`config.mk`:
```
export PLATFORM = sky130hd
export DESIGN_NAME = lcd_history_bridge
export DESIGN_NICKNAME = d
export VERILOG_FILES = /design/src/rtl/lcd_history_bridge.sv
export SDC_FILE = /design/constraint.sdc
export NUM_CORES = 1
export LEC_CHECK = 0
export ABC_AREA = 1
export BUFFER_PORTS_ARGS = -buffer_cell sky130_fd_sc_hd__buf_2
export CORE_ASPECT_RATIO = 0.75
export CORE_MARGIN = 3
export CORE_UTILIZATION = 45
export CTS_BUF_LIST = sky130_fd_sc_hd__clkbuf_4
export DETAILED_ROUTE_END_ITERATION = 8
export GPL_TIMING_DRIVEN = 0
export HOLD_SLACK_MARGIN = 0.12
export PLACE_DENSITY_LB_ADDON = 0.2
export SKIP_CTS_REPAIR_TIMING = 1
export SYNTH_ARGS = -nofsm -noshare
export SYNTH_HDL_FRONTEND = slang
export SYNTH_SLANG_ARGS = --single-unit
```
`constraint.sdc`:
```
create_clock -name clock -period 12.5 [get_ports clock]
set_clock_uncertainty 0.1 [all_clocks]
set_input_delay 0.625 -clock clock [delete_from_list [all_inputs] [get_ports clock]]
set_output_delay 0.625 -clock clock [all_outputs]
set_load 0.01 [all_outputs]
```
`src/rtl/lcd_history_bridge.sv`:
```
// Circular history of DIGITS-nibble timing records, two consecutive records
// rendered on a 2x16 LCD through the lcd_controller write_start/lcd_done handshake.
module lcd_history_bridge #(
   parameter int DIGITS       = 8,
   parameter int DEPTH        = 8,
   parameter int DELAY_CYCLES = 262142
) (
   input  logic                       clock,
   input  logic                       reset,
   input  logic                       insert,
   input  logic [4*DIGITS-1:0]        new_record,
   input  logic                       clear,
   input  logic                       scroll_up,
   input  logic                       scroll_down,
   output logic                       busy,
   output logic [$clog2(DEPTH+1)-1:0] count,
   output logic [$clog2(DEPTH)-1:0]   view,
   output logic                       cmd_start,
   output logic                       cmd_rs,
   output logic [7:0]                 cmd_data,
   input  logic                       cmd_done
);

   localparam int LINE_CHARS   = DIGITS + DIGITS / 2 - 1;
   localparam int REFRESH_STEP = 4;
   localparam int LINE2_CMD    = REFRESH_STEP + 1 + LINE_CHARS;
   localparam int NUM_STEPS    = LINE2_CMD + 1 + LINE_CHARS;
   localparam int VW           = $clog2(DEPTH);
   localparam int SW           = $clog2(NUM_STEPS);
   localparam int DW           = $clog2(DELAY_CYCLES + 2);

   typedef enum logic [2:0] {IDLE, ISSUE, WAIT_DONE, DELAY, NEXT} state_t;

   logic [4*DIGITS-1:0] mem [DEPTH];
   logic [VW-1:0]       head;
   logic [3:0]          lvl_q, lvl_qq, rise;
   logic                up_ok, dn_ok, hist_event;
   int                  view_i, count_i;

   state_t              state, state_nx;
   logic [SW-1:0]       step, step_nx;
   logic [DW-1:0]       dly, dly_nx;
   logic                start_nx, rs_nx, busy_nx;
   logic [7:0]          data_nx;
   logic                init_pending, refresh_pending, rp_nx;
   logic                take, init_done;
   logic                step_rs;
   logic [7:0]          step_byte;

   // bit 0 clear, bit 1 insert, bit 2 scroll_up, bit 3 scroll_down
   assign rise    = lvl_q & ~lvl_qq;
   assign view_i  = int'(view);
   assign count_i = int'(count);
   assign up_ok   = view_i + 2 < count_i;
   assign dn_ok   = view_i > 0;
   // Priority chain: a higher edge in the same cycle swallows the lower ones.
   assign hist_event = rise[0] | rise[1] | (rise[2] ? up_ok : (rise[3] & dn_ok));

   always_ff @(posedge clock) begin
      if (reset) begin
         lvl_q  <= '0;
         lvl_qq <= '0;
         head   <= '0;
         count  <= '0;
         view   <= '0;
      end else begin
         lvl_q  <= {scroll_down, scroll_up, insert, clear};
         lvl_qq <= lvl_q;
         if (rise[0]) begin
            head  <= '0;
            count <= '0;
            view  <= '0;
         end else if (rise[1]) begin
            head <= (int'(head) == DEPTH - 1) ? '0 : head + 1'b1;
            if (count_i != DEPTH)
               count <= count + 1'b1;
            view <= '0;
         end else if (rise[2]) begin
            if (up_ok)
               view <= view + 1'b1;
         end else if (rise[3]) begin
            if (dn_ok)
               view <= view - 1'b1;
         end
      end
   end

   // Record storage carries no reset; validity is tracked by count alone.
   always_ff @(posedge clock) begin
      if (!reset && rise[1] && !rise[0])
         mem[head] <= new_record;
   end

   // Byte for the current step, read from live history at ISSUE time.
   always_comb begin
      int s, c, off, nib_pos;
      logic [VW-1:0]       rd_idx;
      logic [4*DIGITS-1:0] rec;
      logic [3:0]          nib;
      s         = int'(step);
      c         = 0;
      off       = 0;
      nib_pos   = 0;
      rd_idx    = '0;
      rec       = '0;
      nib       = '0;
      step_rs   = 1'b0;
      step_byte = 8'h00;
      if (s < REFRESH_STEP) begin
         case (s)
            0:       step_byte = 8'h38;
            1:       step_byte = 8'h0C;
            2:       step_byte = 8'h01;
            default: step_byte = 8'h06;
         endcase
      end else if (s == REFRESH_STEP) begin
         step_byte = 8'h80;
      end else if (s == LINE2_CMD) begin
         step_byte = 8'hC0;
      end else begin
         step_rs = 1'b1;
         if (s > LINE2_CMD) begin
            c   = s - LINE2_CMD - 1;
            off = view_i + 1;
         end else begin
            c   = s - REFRESH_STEP - 1;
            off = view_i;
         end
         rd_idx = VW'((int'(head) + 2 * DEPTH - 1 - off) % DEPTH);
         rec    = mem[rd_idx];
         if (off >= count_i) begin
            step_byte = 8'h20;
         end else if (c % 3 == 2) begin
            step_byte = (c == LINE_CHARS - 3) ? 8'h2E : 8'h3A;
         end else begin
            nib_pos   = DIGITS - 1 - (2 * (c / 3) + c % 3);
            nib       = rec[4*nib_pos +: 4];
            step_byte = (nib < 4'd10) ? 8'h30 + {4'h0, nib} : 8'h37 + {4'h0, nib};
         end
      end
   end

   always_comb begin
      state_nx  = state;
      step_nx   = step;
      dly_nx    = dly;
      start_nx  = cmd_start;
      rs_nx     = cmd_rs;
      data_nx   = cmd_data;
      take      = 1'b0;
      init_done = 1'b0;
      case (state)
         IDLE: begin
            if (init_pending || refresh_pending) begin
               state_nx = ISSUE;
               take     = 1'b1;
               step_nx  = init_pending ? '0 : SW'(REFRESH_STEP);
            end
         end
         ISSUE: begin
            state_nx = WAIT_DONE;
            start_nx = 1'b1;
            rs_nx    = step_rs;
            data_nx  = step_byte;
         end
         WAIT_DONE: begin
            if (cmd_done) begin
               start_nx = 1'b0;
               dly_nx   = '0;
               state_nx = DELAY;
            end
         end
         DELAY: begin
            if (int'(dly) + 1 >= DELAY_CYCLES)
               state_nx = NEXT;
            else
               dly_nx = dly + 1'b1;
         end
         NEXT: begin
            // Init is considered done once its last instruction has gone out.
            init_done = init_pending && (int'(step) == REFRESH_STEP - 1);
            if (refresh_pending) begin
               state_nx = ISSUE;
               take     = 1'b1;
               step_nx  = (init_pending && !init_done) ? '0 : SW'(REFRESH_STEP);
            end else if (int'(step) == NUM_STEPS - 1) begin
               state_nx = IDLE;
            end else begin
               state_nx = ISSUE;
               step_nx  = step + 1'b1;
            end
         end
         default: state_nx = IDLE;
      endcase
      // A (re)start always renders after this edge's history update, so it absorbs it.
      rp_nx   = take ? 1'b0 : (hist_event | refresh_pending);
      busy_nx = (state_nx != IDLE) | rp_nx;
   end

   always_ff @(posedge clock) begin
      if (reset) begin
         state           <= IDLE;
         step            <= '0;
         dly             <= '0;
         cmd_start       <= 1'b0;
         cmd_rs          <= 1'b0;
         cmd_data        <= 8'h00;
         busy            <= 1'b0;
         init_pending    <= 1'b1;
         refresh_pending <= 1'b0;
      end else begin
         state           <= state_nx;
         step            <= step_nx;
         dly             <= dly_nx;
         cmd_start       <= start_nx;
         cmd_rs          <= rs_nx;
         cmd_data        <= data_nx;
         busy            <= busy_nx;
         init_pending    <= init_pending & ~init_done;
         refresh_pending <= rp_nx;
      end
   end

endmodule

```
Yosys cells after proc, flatten, opt, wreduce, memory -nomap -nowiden
Memory sizes are Yosys's and may differ from the RTL's.
Index checks and enable logic that the tools add are counted.
{"block": "word_totals", "romBits": 0, "latch_bits": 0, "output_inout_bits": 18, "ramBits": 256, "input_bits": 39, "ff_bits": 57, "n_memories": 1}
{"block": "classes", "addsub": 20, "n_div": 2, "n_bitwise": 9, "n_mux": 49, "order_cmp": 7, "n_reduce_logical": 23, "n_eq_ne": 19, "shifts": 1, "multipliers": 0}
{"memory": "mem", "words": 8, "word_bits": 32, "rd": 1, "rd_ports_with_merged_regs": 0, "wr": 1, "line": "34", "source": "logic [4*DIGITS-1:0] mem [DEPTH];"}
{"op": "2-to-1 mux 32 bit", "n": 7}
{"op": "2-to-1 mux 18 bit", "n": 2}
{"op": "case mux 18 bit (2 select lines)", "n": 1}
{"op": "divider 32 x 3 -> 32 bit (second input constant)", "n": 1}
{"op": "== test 32 x 3 -> 1 bit (second input constant)", "n": 1}
{"op": "== test 32 x 5 -> 1 bit (second input constant)", "n": 1}
{"op": ">= comparator 32 x 5 -> 1 bit", "n": 1}
{"op": "remainder unit 32 x 3 -> 32 bit (second input constant)", "n": 1}
{"op": "indexed part select 32 x 32 -> 4 bit", "n": 1}
{"op": "adder 30 bit", "n": 1}
{"op": "2-to-1 mux 3 bit", "n": 10}
{"op": "subtractor 4 x 30 -> 30 bit (first input constant)", "n": 1}
{"op": "2-to-1 mux 8 bit", "n": 3}
{"op": "2-to-1 mux 7 bit", "n": 3}
{"op": "2-to-1 mux 5 bit", "n": 4}
{"op": "adder 18 x 1 -> 19 bit (second input constant)", "n": 1}
{"op": ">= comparator 19 x 18 -> 1 bit (second input constant)", "n": 1}
{"op": "adder 18 x 1 -> 18 bit (second input constant)", "n": 1}
{"op": "case mux 6 bit (3 select lines)", "n": 1}
{"op": "case mux 3 bit (5 select lines)", "n": 1}
{"op": "adder 6 x 4 -> 7 bit (first input constant)", "n": 2}
{"op": "subtractor 6 x 2 -> 7 bit (second input constant)", "n": 2}
{"op": "2-to-1 mux 1 bit", "n": 13}
{"op": "== test 5 x 4 -> 1 bit (second input constant)", "n": 2}
{"op": "44 further kinds", "n": 68}

Depth between registers and ports, before layout
Gate-level depths: netlist of run 1.
{"block": "logic_depth", "word_depth": 17, "depth_mapped": 63}

Least setup slack after synthesis of run 1
OpenSTA, ideal clock, no wires.
{"block": "synth_timing", "path_kind": "reg-to-reg", "startpoint": "register step[0]", "endpoint": "register cmd_data[6]", "synth_period_minus_slack_ns": 7.096, "setup_time_ns": 0.070, "arrival_time_ns": 6.926, "stages_incl_launch_ff": 59, "t_required_ns": 12.330, "n_path_buf": 2, "path_slack_ns": 5.404, "path_cell_list": "dfxtp_1 -> buf_2 -> inv_1 -> ha_1 -> nand2_4 -> nand2_8 -> nand2_1 -> inv_1 -> nor3_1 -> nor2_2 -> nand2_1 -> nand3_2 -> nand3_1 -> nand2_2 -> inv_1 -> nor2_2 -> ha_1 -> inv_1 -> (+23 left out) -> xnor2_1 -> inv_1 -> xor2_1 -> nand3_1 -> nand2_1 -> inv_1 -> nand2_1 -> nand2_2 -> inv_2 -> nand4_1 -> ha_1 -> nand2_1 -> nand2_1 -> inv_2 -> nand3_1 -> nand2_1 -> nand2_1 -> a21oi_1"}
{"block": "synth_between", "elab_chain_cells": 17, "word_cells_on_any_way": 34, "classes_between": "add/sub (9); div (2); order compare (4); eq/ne (3); shift (1); mux (14); memory (1)"}
{"element": "start: declaration", "line": "41", "source": "logic [SW-1:0] step, step_nx;"}
{"element": "start signal: assignment", "line": "213", "source": "step <= step_nx;"}
{"element": "subtractor 5 x 3 -> 6 bit / subtractor 5 x 5 -> 6 bit (equally long branches)", "line": "126, 123"}
{"element": "subtractor 6 x 2 -> 7 bit, on equally long branches", "line": "126, 123"}
{"element": "2-to-1 mux 32 bit", "line": "122", "source": "if (s > LINE2_CMD) begin"}
{"element": "2-to-1 mux 32 bit", "line": "118", "source": "end else if (s == LINE2_CMD) begin"}
{"element": "2-to-1 mux 32 bit", "line": "116", "source": "end else if (s == REFRESH_STEP) begin"}
{"element": "2-to-1 mux 32 bit", "line": "109", "source": "if (s < REFRESH_STEP) begin"}
{"element": "remainder unit 32 x 3 -> 32 bit / divider 32 x 3 -> 32 bit (equally long branches)", "line": "133, 136"}
{"element": "adder 30 bit", "line": "136", "source": "nib_pos = DIGITS - 1 - (2 * (c / 3) + c % 3);"}
{"element": "subtractor 4 x 30 -> 30 bit", "line": "136"}
{"element": "indexed part select 32 x 32 -> 4 bit", "line": "137", "source": "nib = rec[4*nib_pos +: 4];"}
{"element": "adder 6 x 4 -> 7 bit / less-than comparator 4 bit (equally long branches)", "line": "138", "source": "step_byte = (nib < 4'd10) ? 8'h30 + {4'h0, nib} : 8'h37 + {4'h0, nib};"}
{"element": "2-to-1 mux 7 bit", "line": "138"}
{"element": "2-to-1 mux 7 bit", "line": "133", "source": "end else if (c % 3 == 2) begin"}
{"element": "2-to-1 mux 7 bit", "line": "131", "source": "if (off >= count_i) begin"}
{"element": "2-to-1 mux 8 bit", "line": "118"}
{"element": "2-to-1 mux 8 bit", "line": "116"}
{"element": "2-to-1 mux 8 bit *", "line": "109"}
{"element": "end signal: assignment", "line": "217", "source": "cmd_data <= data_nx;"}
{"element": "end: declaration", "line": "20", "source": "output logic [7:0] cmd_data,"}
Every way passes the cells marked *; elsewhere a longest branch is shown, timed or not. The select of a mux whose other input is x is not followed.
A chain may end at the register's enable or synchronous reset.

Worst setup path in the final report of run 1
{"block": "layout_timing", "startpoint": "register step[0]", "endpoint": "register cmd_data[1]"}
Same word-level chain as after synthesis.

==> reports/metrics.csv, run 1 <==
metric,value,unit
drt initial violations,1077,
total power draw,5.01,mW
port bufs,55,
Fin. Hold Viols,0,
initial antenna violation count,1,
"non-filler cells, final",2167,
Seq pwr share,22.9,%
"Core Util, Final",53.4,%
Comb pwr share,59.6,%
average instance area after synthesis,10.0,sq um
share of cells above drive strength 1,15.5,%
Lkg Pwr,6.50,nW
top sig layer,met4,
syn nets,1571,
Core ar.,32500,sq um
Row Count,57,
slew margin rel.,41.0,%
"Clk pin slew, worst setup/hold paths",0.07,ns
Max Cap Viol,0,
Vias,11600,
setup ws final,3.50,ns
CTS Buf Count,80,
"commonest non-fill, non-tap cell in the layout",edfxtp_1,
CTS sink cnt,313,
TritonRoute pass-1 iters,5,
M1 wire length,18.0,mm
root buffer cell,clkbuf_4,
synthesized area,14900,sq um
CP endpoint kind,flop,
Worst-Skew Late Latency,0.78,ns
ANT nets after route,0,
CP max FO,10,
Total GRT Usage,21.8,%
htree depth,3,
cell area power density,289,nW/um^2
WL final,38.7,mm
worst hold slack,0.166,ns
Mapped Cells,1488,
Setup CP Type,reg -> reg,
Placer Congestion,0.821,
die height,164,microns
switching share of total power,48.9,%
met2 wire len,16.6,mm
Slowest cell on crit path,fa_1,
area grow syn2layout,16.5,%
GRT overflow,0,
initial core utilization,45.8,%
number of synthesized register bits,313,
Worst Path Arrival,9.52,ns
most frequent cells in the layout,"256 x edfxtp_1, 237 x nand2_1, 175 x nor2_1, 161 x o21ai_0",
fin. max-slew vios,0,
pre-CTS setup slack,3.60,ns
"Async S/R FF share, synth",0,%
Clock Power Share,17.6,%
Post-synth top flop,edfxtp_1,
final HPWL from detailed placement,25.3,mm
final setup vio count,0,
Int Power,2.56,mW
Crit path required time,13.02,ns
Slew @ Worst Pin,0.883,ns
Max Clock Freq,111,MHz
met3 wire len,3.28,mm
Max rail drop VDD,0.000371,V
Post-synth EDFFs,256,
CTS tree,yes,
Avg WL per Cell,17.9,microns
Max Root-Sink Buffers,3,
Via-to-Cell Ratio,5.35,
die width,216,microns
period utilization,72.0,%
CP most frequent cell,ha_1,
Synth warnings,0,
io pins,57,
placed insts,1993,
sequential element share of the synthesized area,59.2,%
RSZ-0062 raised after global routing,false,
largest net degree at the start of global routing,26,
setup_tns,0,ns
Residual DRC,0,
CP peak stage delay,0.85,ns
distinct cell type count after synthesis,51,
Hold/Removal Path Class,in -> reg,
min Tclk post-route,9.00,ns
fin nets,1753,
"Design Area, Final",17400,sq um
cell area after placement,16000,sq um
NetSw,2.45,mW
status,completed,
Die Area,35400,sq um
first-pass GRT wire length,59.7,mm
vias in the first global route,10800,
Worst setup SP type,flop,
flip-flops by register name, summed over array words and instances (netlist names):
signal and count:
refresh_pending 1, count 4, state 3, step 5
cmd_rs 1, init_pending 1, busy 1, lvl_qq 4
dly 18, lvl_q 4, cmd_data 8, head 3
mem 256, cmd_start 1, view 3
cells by family after synthesis:
| group | after synthesis | share of synthesized area [%] |
|---|---|---|
| AOI/OAI and AO/OA | 304 | 11.8 |
| DFF | 313 | 59.2 |
| and+or+nand+nor | 603 | 18.5 |
| xor gates and xnor gates | 25 | 1.47 |
| buffers and inverters | 199 | 5.17 |
| adders and majority gates | 44 | 3.85 |
power by group through the flow:
| stage | Sequential (mW) | Clock [mW] | Combinational, mW |
|---|---|---|---|
| 3_3_place_gp | 1.17 | 0 | 2.89 |
| 2_1_floorplan | 1.17 | 0 | 2.23 |
| 6_report | 1.15 | 0.879 | 2.98 |
| 3_5_place_dp | 1.17 | 0 | 2.94 |
| 4_1_cts | 1.15 | 0.906 | 2.96 |
| 5_1_grt | 1.15 | 0.964 | 3.39 |
final timing paths:
kind                             start  slack (ns)  depth (start not counted)                  endpoint
setup / recovery  step[0]$_SDFFE_PP0P_        3.50                         46  cmd_data[1]$_SDFFE_PP0P_
hold reg to reg    lvl_q[2]$_SDFF_PP0_        0.32                          2      lvl_qq[2]$_SDFF_PP0_
hold / removal                   reset        0.17                          2      step[2]$_SDFFE_PP0P_
setup reg to reg  step[0]$_SDFFE_PP0P_        3.50                         46  cmd_data[1]$_SDFFE_PP0P_
layout make-up:
cell class	instances	area [sq um]
fill	3004	15200
sequential	313	8830
multi-input combinational	976	5360
clock buffer	123	923
timing repair buffer	100	828
tap	442	553
inverter	137	517
buffer	62	254
clock inverter	12	82.6
antenna	2	5.00
synth_stat cells (all sizes together), types with 14 or more instances:
library cell    n  share of area (%)
a21oi          52                1.7
clkbuf         54                1.4
dfxtp          57                7.7
edfxtp        256                 52
ha             41                3.4
inv           133                3.4
nand2         261                7.2
nand3          92                3.6
nand4          26                1.2
nor2          196                5.4
nor3           14               0.47
o21ai         165                5.5
o221ai         23                1.4
o22ai          33                1.4
xor2           22                1.3
layer usage:
layer | global-route usage [%] | vias to the layer above
li1 | - | 5615
met1 | 31.3 | 5510
met2 | 32.3 | 398
met3 | 5.62 | 68
met4 | 7.22 | 0
met5 | 0 | -
critical path, delay by kind of cell, from the launching register on:
kind            cells  cell delay, ns
fa+ha+maj           8            2.72
buf+inv            10            2.17
flops               1            0.42
compound gates      4            0.67
simple gates       24            2.79
No activity file was read; power rests on OpenSTA's default activity.
==> inputs of run 2 (changes only) <==
==> constraint.sdc (replaced) <==
create_clock -name clock -period 7.7 [get_ports clock]
set_clock_uncertainty 0.1 [all_clocks]
set_input_delay 0.385 -clock clock [delete_from_list [all_inputs] [get_ports clock]]
set_output_delay 0.385 -clock clock [all_outputs]
set_load 0.01 [all_outputs]
==> run 2 against run 1 <==
  * Sequential share of layout area is 1.4 points lower
  * Flip-flop and latch count unchanged
  * Register-to-register slack lost 3.1 ns
  * Critical path depth unchanged
  * Core utilization rose by 1.6 points
  * Cell count rose by 1.8%
  * Global-route usage unchanged
  * Via count increased by 1.9%
  * Clock-buffer cell count unchanged
  * Non-clock buffer count up 38
  * Critical endpoint unchanged
==> reports/metrics.csv, run 2 (synthesis results as in run 1) <==
metric,value,unit
Placer Congestion,0.821,
RSZ-0062 raised after global routing,true,
final setup vio count,0,
Largest Register,mem,
Fillers,2910,
vias in the first global route,10800,
GRT overflow,0,
root buffer cell,clkbuf_4,
Residual DRC,0,
Die Area,35400,sq um
Max Clock Freq,136,MHz
worst hold slack,0.254,ns
initial antenna violation count,1,
fin. max-slew vios,0,
Total GRT Usage,21.8,%
period utilization,95.2,%
ANT nets after route,0,
WL final,39.5,mm
port bufs,55,
Setup CP Type,reg -> reg,
CTS Buf Count,80,
Avg WL per Cell,17.9,microns
slew margin rel.,41.2,%
TritonRoute pass-1 iters,7,
Worst-Skew Late Latency,0.78,ns
setup ws final,0.366,ns
cell area after placement,16000,sq um
Slowest cell on crit path,fa_2,
"Design Area, Final",17900,sq um
Worst setup SP type,flop,
drt initial violations,1185,
CP max FO,10,
Max Root-Sink Buffers,3,
largest net degree at the start of global routing,26,
pre-CTS setup slack,-1.20,ns
CTS sink cnt,313,
share of cells above drive strength 1,19.6,%
max reg flops,256,
initial core utilization,45.8,%
final HPWL from detailed placement,25.3,mm
Core ar.,32500,sq um
Vias,11800,
Worst Path Arrival,7.87,ns
multi-input logic area,5560,sq um
Via-to-Cell Ratio,5.36,
CP endpoint kind,flop,
"commonest non-fill, non-tap cell in the layout",edfxtp_1,
register area,8840,sq um
Row Count,57,
most frequent cells in the layout,"256 x edfxtp_1, 230 x nand2_1, 173 x nor2_1, 160 x o21ai_0, 124 x clkbuf_4",
htree depth,3,
min Tclk post-route,7.33,ns
CP peak stage delay,0.71,ns
status,completed,
"Clk pin slew, worst setup/hold paths",0.07,ns
Slew @ Worst Pin,0.880,ns
die width,216,microns
io pins,57,
fin nets,1791,
Hold/Removal Path Class,in -> reg,
CP most frequent cell,ha_2,
Crit path required time,8.23,ns
first-pass GRT wire length,59.7,mm
area grow syn2layout,20.0,%
CTS tree,yes,
biggest regs,"mem (256), dly (18), cmd_data (8)",
Max Cap Viol,0,
Fin. Hold Viols,0,
die height,164,microns
run 2: area by class of cell:
type / instances / area share, %
Antenna cell: 2 / 0.0280
Buffer: 62 / 1.54
Clock buffer: 123 / 5.16
Clock inverter: 12 / 0.462
Inverter: 137 / 2.95
Multi-Input combinational cell: 976 / 31.1
Sequential cell: 313 / 49.4
Tap cell: 442 / 3.09
Timing Repair Buffer: 138 / 6.24
run 2: through the flow:
stage,instances,util [%],TNS [ns]
final,2205,55.0,0
after global routing,2204,55.0,-0.617
after CTS,2128,52.2,-7.74
after detailed placement,1993,49.1,-7.45
after global placement,1985,48.4,-6.34
after floorplan,1488,-,0
run 2: worst paths after layout:
kind                                           start                        to  slack [ns]  cells after the start
worst max-delay path            step[0]$_SDFFE_PP0P_  cmd_data[1]$_SDFFE_PP0P_        0.37                     46
worst min-delay path                          insert       lvl_q[1]$_SDFF_PP0_        0.25                      4
worst max register to register  step[0]$_SDFFE_PP0P_  cmd_data[1]$_SDFFE_PP0P_        0.37                     46
worst min register to register   lvl_q[2]$_SDFF_PP0_      lvl_qq[2]$_SDFF_PP0_        0.32                      2
run 2: worst max-delay path: cells and delay by family, from the launching register on:
family	cells	cell delay (ns)
buf+inv	16	2.00
compound gates	4	0.58
simple gates	18	1.76
flops	1	0.37
fa+ha+maj	8	2.42
run 2: per-layer routing:
metal	wire (microns)	GRT usage, %
met5	0	0
met4	835	7.22
met3	3270	5.62
met2	17300	32.3
met1	18100	31.3
Power of run 2 is not shown: default switching activity piles up to over one toggle a cycle in this logic, so the estimate is an artifact.
